[config.mk]
export PLATFORM = sky130hd
export DESIGN_NAME = pwm_gate_monitor
export DESIGN_NICKNAME = d
export VERILOG_FILES = /design/src/rtl/pwm_gate_monitor_pkg.sv /design/src/rtl/pwm_gate_monitor_pair_checker.sv /design/src/rtl/pwm_gate_monitor.sv
export SDC_FILE = /design/constraint.sdc
export NUM_CORES = 1
export LEC_CHECK = 0
export CAP_MARGIN = 10
export CORE_AREA = 2 2 88 90
export CTS_CLUSTER_DIAMETER = 40
export DETAILED_ROUTE_END_ITERATION = 7
export DIE_AREA = 0 0 90 92
export PLACE_DENSITY_LB_ADDON = 0.3
export SETUP_SLACK_MARGIN = 0.3
export SYNTH_ARGS = -nofsm -noshare
export SYNTH_HDL_FRONTEND = slang
export SYNTH_SLANG_ARGS = --single-unit
[constraint.sdc]
create_clock -name clk_i -period 6.6 [get_ports clk_i]
set_input_delay 1.98 -clock clk_i [delete_from_list [all_inputs] [get_ports clk_i]]
set_output_delay 1.98 -clock clk_i [all_outputs]
set_load 0.01 [all_outputs]
[src/rtl/pwm_gate_monitor_pkg.sv]
// Shared definitions for the flying-capacitor gate-bus monitor.
package pwm_gate_monitor_pkg;

    // Per-pair checker state
    typedef enum logic [2:0] {
        PAIR_UNKNOWN = 3'd0,
        PAIR_P_ON    = 3'd1,
        PAIR_N_ON    = 3'd2,
        PAIR_GAP     = 3'd3,
        PAIR_BOTH_ON = 3'd4
    } pair_state_e;

    // Period measurement FSM encoding
    localparam logic [0:0] MEAS_WAIT_SYNC = 1'b0;
    localparam logic [0:0] MEAS_MEASURE   = 1'b1;

    // Fault flag bit positions
    localparam int unsigned FltShootA  = 0;
    localparam int unsigned FltShootB  = 1;
    localparam int unsigned FltDeadA   = 2;
    localparam int unsigned FltDeadB   = 3;
    localparam int unsigned FltTimeout = 4;
    localparam int unsigned NumFlags   = 5;

    // Gate bus lane positions and polarities
    localparam int unsigned GateP1 = 0;
    localparam int unsigned GateP2 = 1;
    localparam int unsigned GateN1 = 2;
    localparam int unsigned GateN2 = 3;
    localparam logic PmosOnLevel = 1'b0;
    localparam logic NmosOnLevel = 1'b1;

    // Bus value with every device off
    localparam logic [3:0] GateIdle = {~NmosOnLevel, ~NmosOnLevel, ~PmosOnLevel, ~PmosOnLevel};

endpackage

[src/rtl/pwm_gate_monitor_pair_checker.sv]
// Shoot-through and dead-time checker for one complementary gate pair.
module gate_pair_checker
    import pwm_gate_monitor_pkg::*;
#(
    parameter int unsigned MinDeadTime = 2
) (
    input  logic clk_i,
    input  logic rst_i,
    input  logic p_on_i,
    input  logic n_on_i,
    output logic shoot_o,
    output logic dead_o
);

    localparam int unsigned GapW = (MinDeadTime < 2) ? 1 : $clog2(MinDeadTime + 1);
    localparam logic [GapW-1:0] GapMin = GapW'(MinDeadTime);

    pair_state_e     state_q, state_d;
    logic [GapW-1:0] gap_cnt_q, gap_cnt_d;
    // Set when the current gap was entered from a single-on state
    logic            armed_q, armed_d;

    // Next-state, gap counting and violation pulses
    always_comb begin
        state_d   = state_q;
        gap_cnt_d = gap_cnt_q;
        armed_d   = armed_q;
        shoot_o   = 1'b0;
        dead_o    = 1'b0;
        case ({p_on_i, n_on_i})
            2'b11: begin
                state_d = PAIR_BOTH_ON;
                shoot_o = 1'b1;
            end
            2'b00: begin
                state_d = PAIR_GAP;
                if (state_q == PAIR_GAP) begin
                    if (gap_cnt_q < GapMin) begin
                        gap_cnt_d = gap_cnt_q + GapW'(1);
                    end
                end else begin
                    gap_cnt_d = GapW'(1);
                    armed_d   = (state_q == PAIR_P_ON) || (state_q == PAIR_N_ON);
                end
            end
            2'b10: begin
                state_d = PAIR_P_ON;
                dead_o  = (state_q == PAIR_N_ON) ||
                          ((state_q == PAIR_GAP) && armed_q && (gap_cnt_q < GapMin));
            end
            2'b01: begin
                state_d = PAIR_N_ON;
                dead_o  = (state_q == PAIR_P_ON) ||
                          ((state_q == PAIR_GAP) && armed_q && (gap_cnt_q < GapMin));
            end
            default: ;
        endcase
    end

    // State registers
    always_ff @(posedge clk_i or posedge rst_i) begin
        if (rst_i) begin
            state_q   <= PAIR_UNKNOWN;
            gap_cnt_q <= '0;
            armed_q   <= 1'b0;
        end else begin
            state_q   <= state_d;
            gap_cnt_q <= gap_cnt_d;
            armed_q   <= armed_d;
        end
    end

endmodule

[src/rtl/pwm_gate_monitor.sv]
// Receive-side monitor of the 3-level gate bus: period/duty measurement
// plus shoot-through, dead-time and sync-timeout fault latching.
module pwm_gate_monitor
    import pwm_gate_monitor_pkg::*;
#(
    parameter int unsigned CountWidth  = 8,
    parameter int unsigned MinDeadTime = 2,
    parameter int unsigned MaxPeriod   = 255
) (
    input  logic                  clk_i,
    input  logic                  rst_i,
    input  logic [3:0]            pwm_i,
    input  logic                  sync_i,
    input  logic                  clear_i,
    output logic [CountWidth-1:0] duty_d1_o,
    output logic [CountWidth-1:0] duty_d2_o,
    output logic [CountWidth-1:0] period_o,
    output logic                  valid_o,
    output logic [NumFlags-1:0]   fault_flags_o,
    output logic                  trip_o
);

    localparam logic [CountWidth-1:0] CntMax     = '1;
    localparam logic [CountWidth-1:0] CntTimeout = CountWidth'(MaxPeriod);
    localparam logic [CountWidth-1:0] CntOne     = CountWidth'(1);

    logic [3:0]            pwm_q, pwm_d;
    logic                  sync_q, sync_d;
    logic [0:0]            meas_q, meas_d;
    logic [CountWidth-1:0] period_cnt_q, period_cnt_d;
    logic [CountWidth-1:0] on1_cnt_q, on1_cnt_d;
    logic [CountWidth-1:0] on2_cnt_q, on2_cnt_d;
    logic [CountWidth-1:0] duty1_q, duty1_d;
    logic [CountWidth-1:0] duty2_q, duty2_d;
    logic [CountWidth-1:0] period_q, period_d;
    logic                  valid_q, valid_d;
    logic [NumFlags-1:0]   flags_q, flags_d;
    logic                  trip_q, trip_d;

    logic p1_on, p2_on, n1_on, n2_on;
    logic shoot_a, shoot_b, dead_a, dead_b, timeout;
    logic [NumFlags-1:0] flag_set;

    function automatic logic [CountWidth-1:0] sat_inc(input logic [CountWidth-1:0] v,
                                                      input logic en);
        if (en && (v != CntMax)) return v + CntOne;
        return v;
    endfunction

    // Device on-state decode from the registered bus
    always_comb begin
        p1_on = (pwm_q[GateP1] == PmosOnLevel);
        p2_on = (pwm_q[GateP2] == PmosOnLevel);
        n1_on = (pwm_q[GateN1] == NmosOnLevel);
        n2_on = (pwm_q[GateN2] == NmosOnLevel);
    end

    gate_pair_checker #(.MinDeadTime(MinDeadTime)) u_pair_a (
        .clk_i   (clk_i),
        .rst_i   (rst_i),
        .p_on_i  (p1_on),
        .n_on_i  (n2_on),
        .shoot_o (shoot_a),
        .dead_o  (dead_a)
    );

    gate_pair_checker #(.MinDeadTime(MinDeadTime)) u_pair_b (
        .clk_i   (clk_i),
        .rst_i   (rst_i),
        .p_on_i  (p2_on),
        .n_on_i  (n1_on),
        .shoot_o (shoot_b),
        .dead_o  (dead_b)
    );

    // Period/duty measurement; the window includes its own sync cycle
    always_comb begin
        pwm_d        = pwm_i;
        sync_d       = sync_i;
        meas_d       = meas_q;
        period_cnt_d = period_cnt_q;
        on1_cnt_d    = on1_cnt_q;
        on2_cnt_d    = on2_cnt_q;
        duty1_d      = duty1_q;
        duty2_d      = duty2_q;
        period_d     = period_q;
        valid_d      = 1'b0;
        timeout      = 1'b0;
        case (meas_q)
            MEAS_WAIT_SYNC: begin
                period_cnt_d = '0;
                on1_cnt_d    = '0;
                on2_cnt_d    = '0;
                if (sync_q) begin
                    meas_d       = MEAS_MEASURE;
                    period_cnt_d = CntOne;
                    on1_cnt_d    = {{(CountWidth-1){1'b0}}, p1_on};
                    on2_cnt_d    = {{(CountWidth-1){1'b0}}, p2_on};
                end
            end
            default: begin
                if (sync_q) begin
                    duty1_d      = on1_cnt_q;
                    duty2_d      = on2_cnt_q;
                    period_d     = period_cnt_q;
                    valid_d      = 1'b1;
                    period_cnt_d = CntOne;
                    on1_cnt_d    = {{(CountWidth-1){1'b0}}, p1_on};
                    on2_cnt_d    = {{(CountWidth-1){1'b0}}, p2_on};
                end else if (period_cnt_q >= CntTimeout) begin
                    timeout      = 1'b1;
                    meas_d       = MEAS_WAIT_SYNC;
                    period_cnt_d = '0;
                    on1_cnt_d    = '0;
                    on2_cnt_d    = '0;
                end else begin
                    period_cnt_d = sat_inc(period_cnt_q, 1'b1);
                    on1_cnt_d    = sat_inc(on1_cnt_q, p1_on);
                    on2_cnt_d    = sat_inc(on2_cnt_q, p2_on);
                end
            end
        endcase
    end

    // Sticky fault flags; a new fault in the clear cycle survives the clear
    always_comb begin
        flag_set             = '0;
        flag_set[FltShootA]  = shoot_a;
        flag_set[FltShootB]  = shoot_b;
        flag_set[FltDeadA]   = dead_a;
        flag_set[FltDeadB]   = dead_b;
        flag_set[FltTimeout] = timeout;
        flags_d = (clear_i ? '0 : flags_q) | flag_set;
        trip_d  = |flags_q;
    end

    // All monitor state registers
    always_ff @(posedge clk_i or posedge rst_i) begin
        if (rst_i) begin
            pwm_q        <= GateIdle;
            sync_q       <= 1'b0;
            meas_q       <= MEAS_WAIT_SYNC;
            period_cnt_q <= '0;
            on1_cnt_q    <= '0;
            on2_cnt_q    <= '0;
            duty1_q      <= '0;
            duty2_q      <= '0;
            period_q     <= '0;
            valid_q      <= 1'b0;
            flags_q      <= '0;
            trip_q       <= 1'b0;
        end else begin
            pwm_q        <= pwm_d;
            sync_q       <= sync_d;
            meas_q       <= meas_d;
            period_cnt_q <= period_cnt_d;
            on1_cnt_q    <= on1_cnt_d;
            on2_cnt_q    <= on2_cnt_d;
            duty1_q      <= duty1_d;
            duty2_q      <= duty2_d;
            period_q     <= period_d;
            valid_q      <= valid_d;
            flags_q      <= flags_d;
            trip_q       <= trip_d;
        end
    end

    assign duty_d1_o     = duty1_q;
    assign duty_d2_o     = duty2_q;
    assign period_o      = period_q;
    assign valid_o       = valid_q;
    assign fault_flags_o = flags_q;
    assign trip_o        = trip_q;

endmodule

After elaboration in Yosys (flattened, before gate mapping)
Cells that the tools add are included.
- add/subtract/negate cells: 5
- $lt $le $gt $ge: 3
- equality and inequality tests: 20
- mux-type cells: 49
- bitwise operators: 5
- reductions and logical operators: 20
- operators by type and width (operator ; number):
    8-bit 2-to-1 mux ; 15
    1-bit 2-to-1 mux ; 25
    8-bit by 1-bit adder with 8-bit output (second input constant) ; 3
    8-bit inequality test (second input constant) ; 3
    3-bit one-hot mux with 4 select lines ; 2
    3-bit by 2-bit equality test with 1-bit output (second input constant) ; 4
    4-bit by 2-bit inequality test with 1-bit output (second input constant) ; 3
    2-bit AND reduction ; 5
    2-bit equality test (second input constant) ; 4
    8-bit >= comparator (second input constant) ; 1
    2-bit 2-to-1 mux ; 4
    3-bit by 1-bit equality test with 1-bit output (second input constant) ; 2
    1-bit logical AND ; 6
    1-bit logical OR ; 6
    5-bit 2-to-1 mux ; 1
    5-bit bitwise OR ; 1
    5-bit OR reduction ; 1
    2-bit by 1-bit adder with 2-bit output (second input constant) ; 2
    2-bit by 1-bit equality test with 1-bit output (second input constant) ; 2
    2-bit zero test ; 2
    2-bit < comparator (second input constant) ; 2
    2-bit inequality test (second input constant) ; 2
    1-bit NOT ; 4
    1-bit one-hot mux with 2 select lines ; 2
- register bits: 73
- input port bits: 8

Depth between registers and ports, before layout
- depth in word-level cells: 10
- gate-level depth with buffers: 6

Modules after synthesis
From an unflattened synthesis, not the netlist that was laid out.
- cell total of the unflattened synthesis: 272
- area, all modules: 3256.9 sq um
- modules (own cells, without submodules) (module ; instances ; cells an instance ; area an instance (sq um) ; seq. area each (sq um)):
    pwm_gate_monitor ; 1 ; 204 ; 2573.7 ; 1529.0
    gate_pair_checker ; 2 ; 34 ; 341.6 ; 150.1

Worst setup path after synthesis
OpenSTA, ideal clock, no wires.
- kind: reg2out
- from: reg flags_q[3], in the netlist fault_flags_o[3]
- to: out fault_flags_o[3]
- data arrival time: 0.394 ns
- data required time: 4.620 ns
- slack: 4.226 ns
- cell stages (with the launch flop): 1
- buffers on the path: 0
- cell sequence: dfrtp_1
- RTL lines (element ; RTL line ; source):
    start: declaration ; pwm_gate_monitor.sv:37 ; logic [NumFlags-1:0] flags_q, flags_d;
    start signal: assignment ; pwm_gate_monitor.sv:163 ; flags_q <= flags_d;
    end: declaration ; pwm_gate_monitor.sv:19 ; output logic [NumFlags-1:0] fault_flags_o,
No word-level cell between the ends.

Final worst setup path
- from: reg flags_q[1], in the netlist fault_flags_o[1]
- to: out fault_flags_o[1]
No word-level cell between the ends.

==> metrics.txt <==
share of cells above drive strength 1 15.8%; I/O Buffers 38; vias 2086; Clk Latency, worst-skew pair 0.34 ns; DRC Markers 0; crit path cell chain clkdlybuf4s50_1; # setup viols final 0; hold path startpoint duty_d1_o[0]; largest area contributor in the netlist dfrtp_1; CP top delay family buffers and inverters; WS Path Type flop to output pin; R2R Setup Slk 4.55 ns; final net count 325; area growth from synthesis to layout 22.4%; Hold Path Class flop to flop; Bufs and invs on worst path 1; syn nets 281; Fin Clk Skew 0.0128 ns; Max Cap Viol 0; Longest Clk Path Bufs 2; CP Data Arrival Time 1.27 ns; CTS tree built; R2R Path End on2_cnt_q[5]; Max rail drop VDD 0.120 mV; Slowest Stage Delay on Critical Path 0.55 ns; Initial Util 42.7%; Period minus WS final 3.25 ns; Seq cells post-synth 73; post-CTS resize count 0; vias per inst 5.05; PD cells 258 mW/mm^2; main area contributors after synthesis dfrtp_1 (56%), mux2_2 (8.5%), ha_1 (4.3%), a21oi_1 (2.7%), nor2_1 (2.6%); Seq/Total Area, Yosys 57.6%; transition time of the tightest slew-check pin 0.685 ns; Die Y 92 um; CP endpoint kind output pin; Worst Hold Depth 1; CP max FO 3; Ports 39; Startpoint Class flop; Reg2Reg Launch Point period_cnt_q[1]; P_leak 1.77 nW; CTS Root Cell clkbuf_8; gr usage total 15.2%; first-pass GRT wire length 9910 um; H-tree depth 3; cts bufs inserted 9; Fillers 683; vias in the first global route 2065; final wirelength 5750 um; Final Wtd Congestion 0.749; First-pass DRT Iterations 4; Cell Rows 32; final core occ 52.2%; clock sinks 73; Syn Inst Count 262; stages on the worst setup path 1; mean area per synthesized cell 12.1 um^2; Cell variety after synth 48; crit path setup slack, layout 3.35 ns; Fin. Hold Viols 0; largest net degree at the start of global routing 56; Setup TNS 0 ns; Core Region 0.00745 mm^2; CTS Hold Bufs 0; Fmax 307 MHz; Die ar. 0.00828 mm^2; Die W 90 um; worst path required time 4.62 ns; Setup WS pre-CTS 3.19 ns; cell area after synthesis 0.00318 mm^2; Slowest-stage cell, CP clkdlybuf4s50_1; Rel. slew slack 54.3%; RSZ-0062 raised after global routing false; Antenna diodes 0; Final HPWL DP 3870 um; DR WL/cell 13.9 um; R2R depth 5; grt ovf 0; initial antenna violation count 0; Multi-input gate area 0.00127 mm^2; number of DRC markers in iteration 0 79; Sequential cell area 0.00183 mm^2; post-route ant nets 0; Worst-path clk slew 0.07 ns; Hold Path Sink duty_d1_o[0]; status finished, final reports clean; Post CTS Setup Buffer Count 0; crit share post-route 49.3%; Max Slew Vio Count 0; Yosys top cell area share 55.9%; synthesis warning total 0
-- worst max path at each step --
stage | startpoint | end | slack (ns)
global route | fault_flags_o[0] | fault_flags_o[0] | 3.30
CTS | fault_flags_o[3] | fault_flags_o[3] | 3.32
detailed placement | rst_i | duty_d2_o[3] | 3.19
global placement | rst_i | duty_d2_o[0] | 3.21
floorplan | rst_i | duty_d1_o[0] | 2.77
finish | fault_flags_o[1] | fault_flags_o[1] | 3.35
-- where the power goes --
part           switching [W]  leakage [nW]  internal, W
clock network       0.000158         0.112     0.000252
registers          0.0000227         0.940     0.000474
logic              0.0000466         0.714    0.0000512
total               0.000227          1.77     0.000778
-- flip-flops by register name (all words and copies together) (netlist names), 4 cells and up --
register / flops
fault_flags_o: 5
on1_cnt_q: 8
on2_cnt_q: 8
duty_d2_o: 8
pwm_q: 4
period_cnt_q: 8
duty_d1_o: 8
period_o: 8
-- placed cells by master, fill, tap and decap left out, drive strengths merged, types with 2 or more instances in the layout --
cell type      instances
clkdlybuf4s50         38
o21ai                  3
and4b                  2
and4                   2
xnor2                  6
o21bai                 3
ha                    11
a31oi                  4
nor2b                  5
nand2                 12
nor3                   2
a21oi                 18
o21a                   2
and3                   5
bufinv                 3
mux2                  24
a211oi                 2
xor2                   3
inv                   13
a311oi                 4
and2                   5
nand2b                 2
dfstp                  2
nand4                  2
mux2i                  5
clkbuf                13
o41ai                  2
nor2                  22
a21o                   4
nand3                  9
dfrtp                 71
-- cells by family (layout without fill, tap and decap cells) --
group                      after synthesis  after routing  share of synthesized area, %
DFF                                     73             73                          57.6
and+or+nand+nor                         73             73                          12.4
AOI/OAI and AO/OA                       48             48                          10.6
muxes                                   29             29                          10.1
buffers and inverters                   19             68                          2.52
adders and majority gates               11             11                          4.33
xor gates and xnor gates                 9              9                          2.48
-- routing by layer --
metal	GRT usage (%)	part of all wire, %	vias to the layer above
met5	0	0	-
met4	6.79	1.6	0
met3	4.44	4.9	8
met2	23.8	47	43
met1	19.6	46	1021
li1	-	-	1014
-- stage by stage --
| stage | hold WS [ns] | area [um^2] | power [W] | cells |
|---|---|---|---|---|
| after floorplan | 0.442 | 3180 | 0.000561 | 262 |
| after global placement | 0.479 | 3660 | 0.000602 | 397 |
| after detailed placement | 0.492 | 3660 | 0.000605 | 397 |
| after CTS | 0.510 | 3890 | 0.00102 | 413 |
| after global routing | 0.531 | 3890 | 0.00105 | 413 |
| final | 0.503 | 3890 | 0.00101 | 413 |
-- cell usage after synthesis, drive strengths merged --
cell type	instances
xor2	3
a211oi	2
dfrtp	71
o21a	2
o21bai	3
a31oi	4
xnor2	6
mux2i	5
or3	1
or2	1
a21oi	18
nand2b	2
a32o	1
o22ai	1
and4b	2
nand2	12
and3	5
o21ai	3
mux2	24
and4	2
and3b	1
inv	13
clkbuf	2
nor3	2
nor2	22
a21o	4
a21bo	1
nand4	2
ha	11
a311oi	4
nand3	9
o41ai	2
nor4	1
nand3b	1
o32a	1
a2111oi	1
nor2b	5
a41o	1
dfstp	2
buf	4
and2	5
-- final cells by class --
cell class              count  area share [%]
flip-flops and latches     73            47.0
multi-input cells         170            32.6
repair buffers             39            9.97
clock buffers              13            3.57
well taps                 102            3.28
clock inverters             3            2.32
inverters                  13            1.25
(Power assumes the default switching activity.)
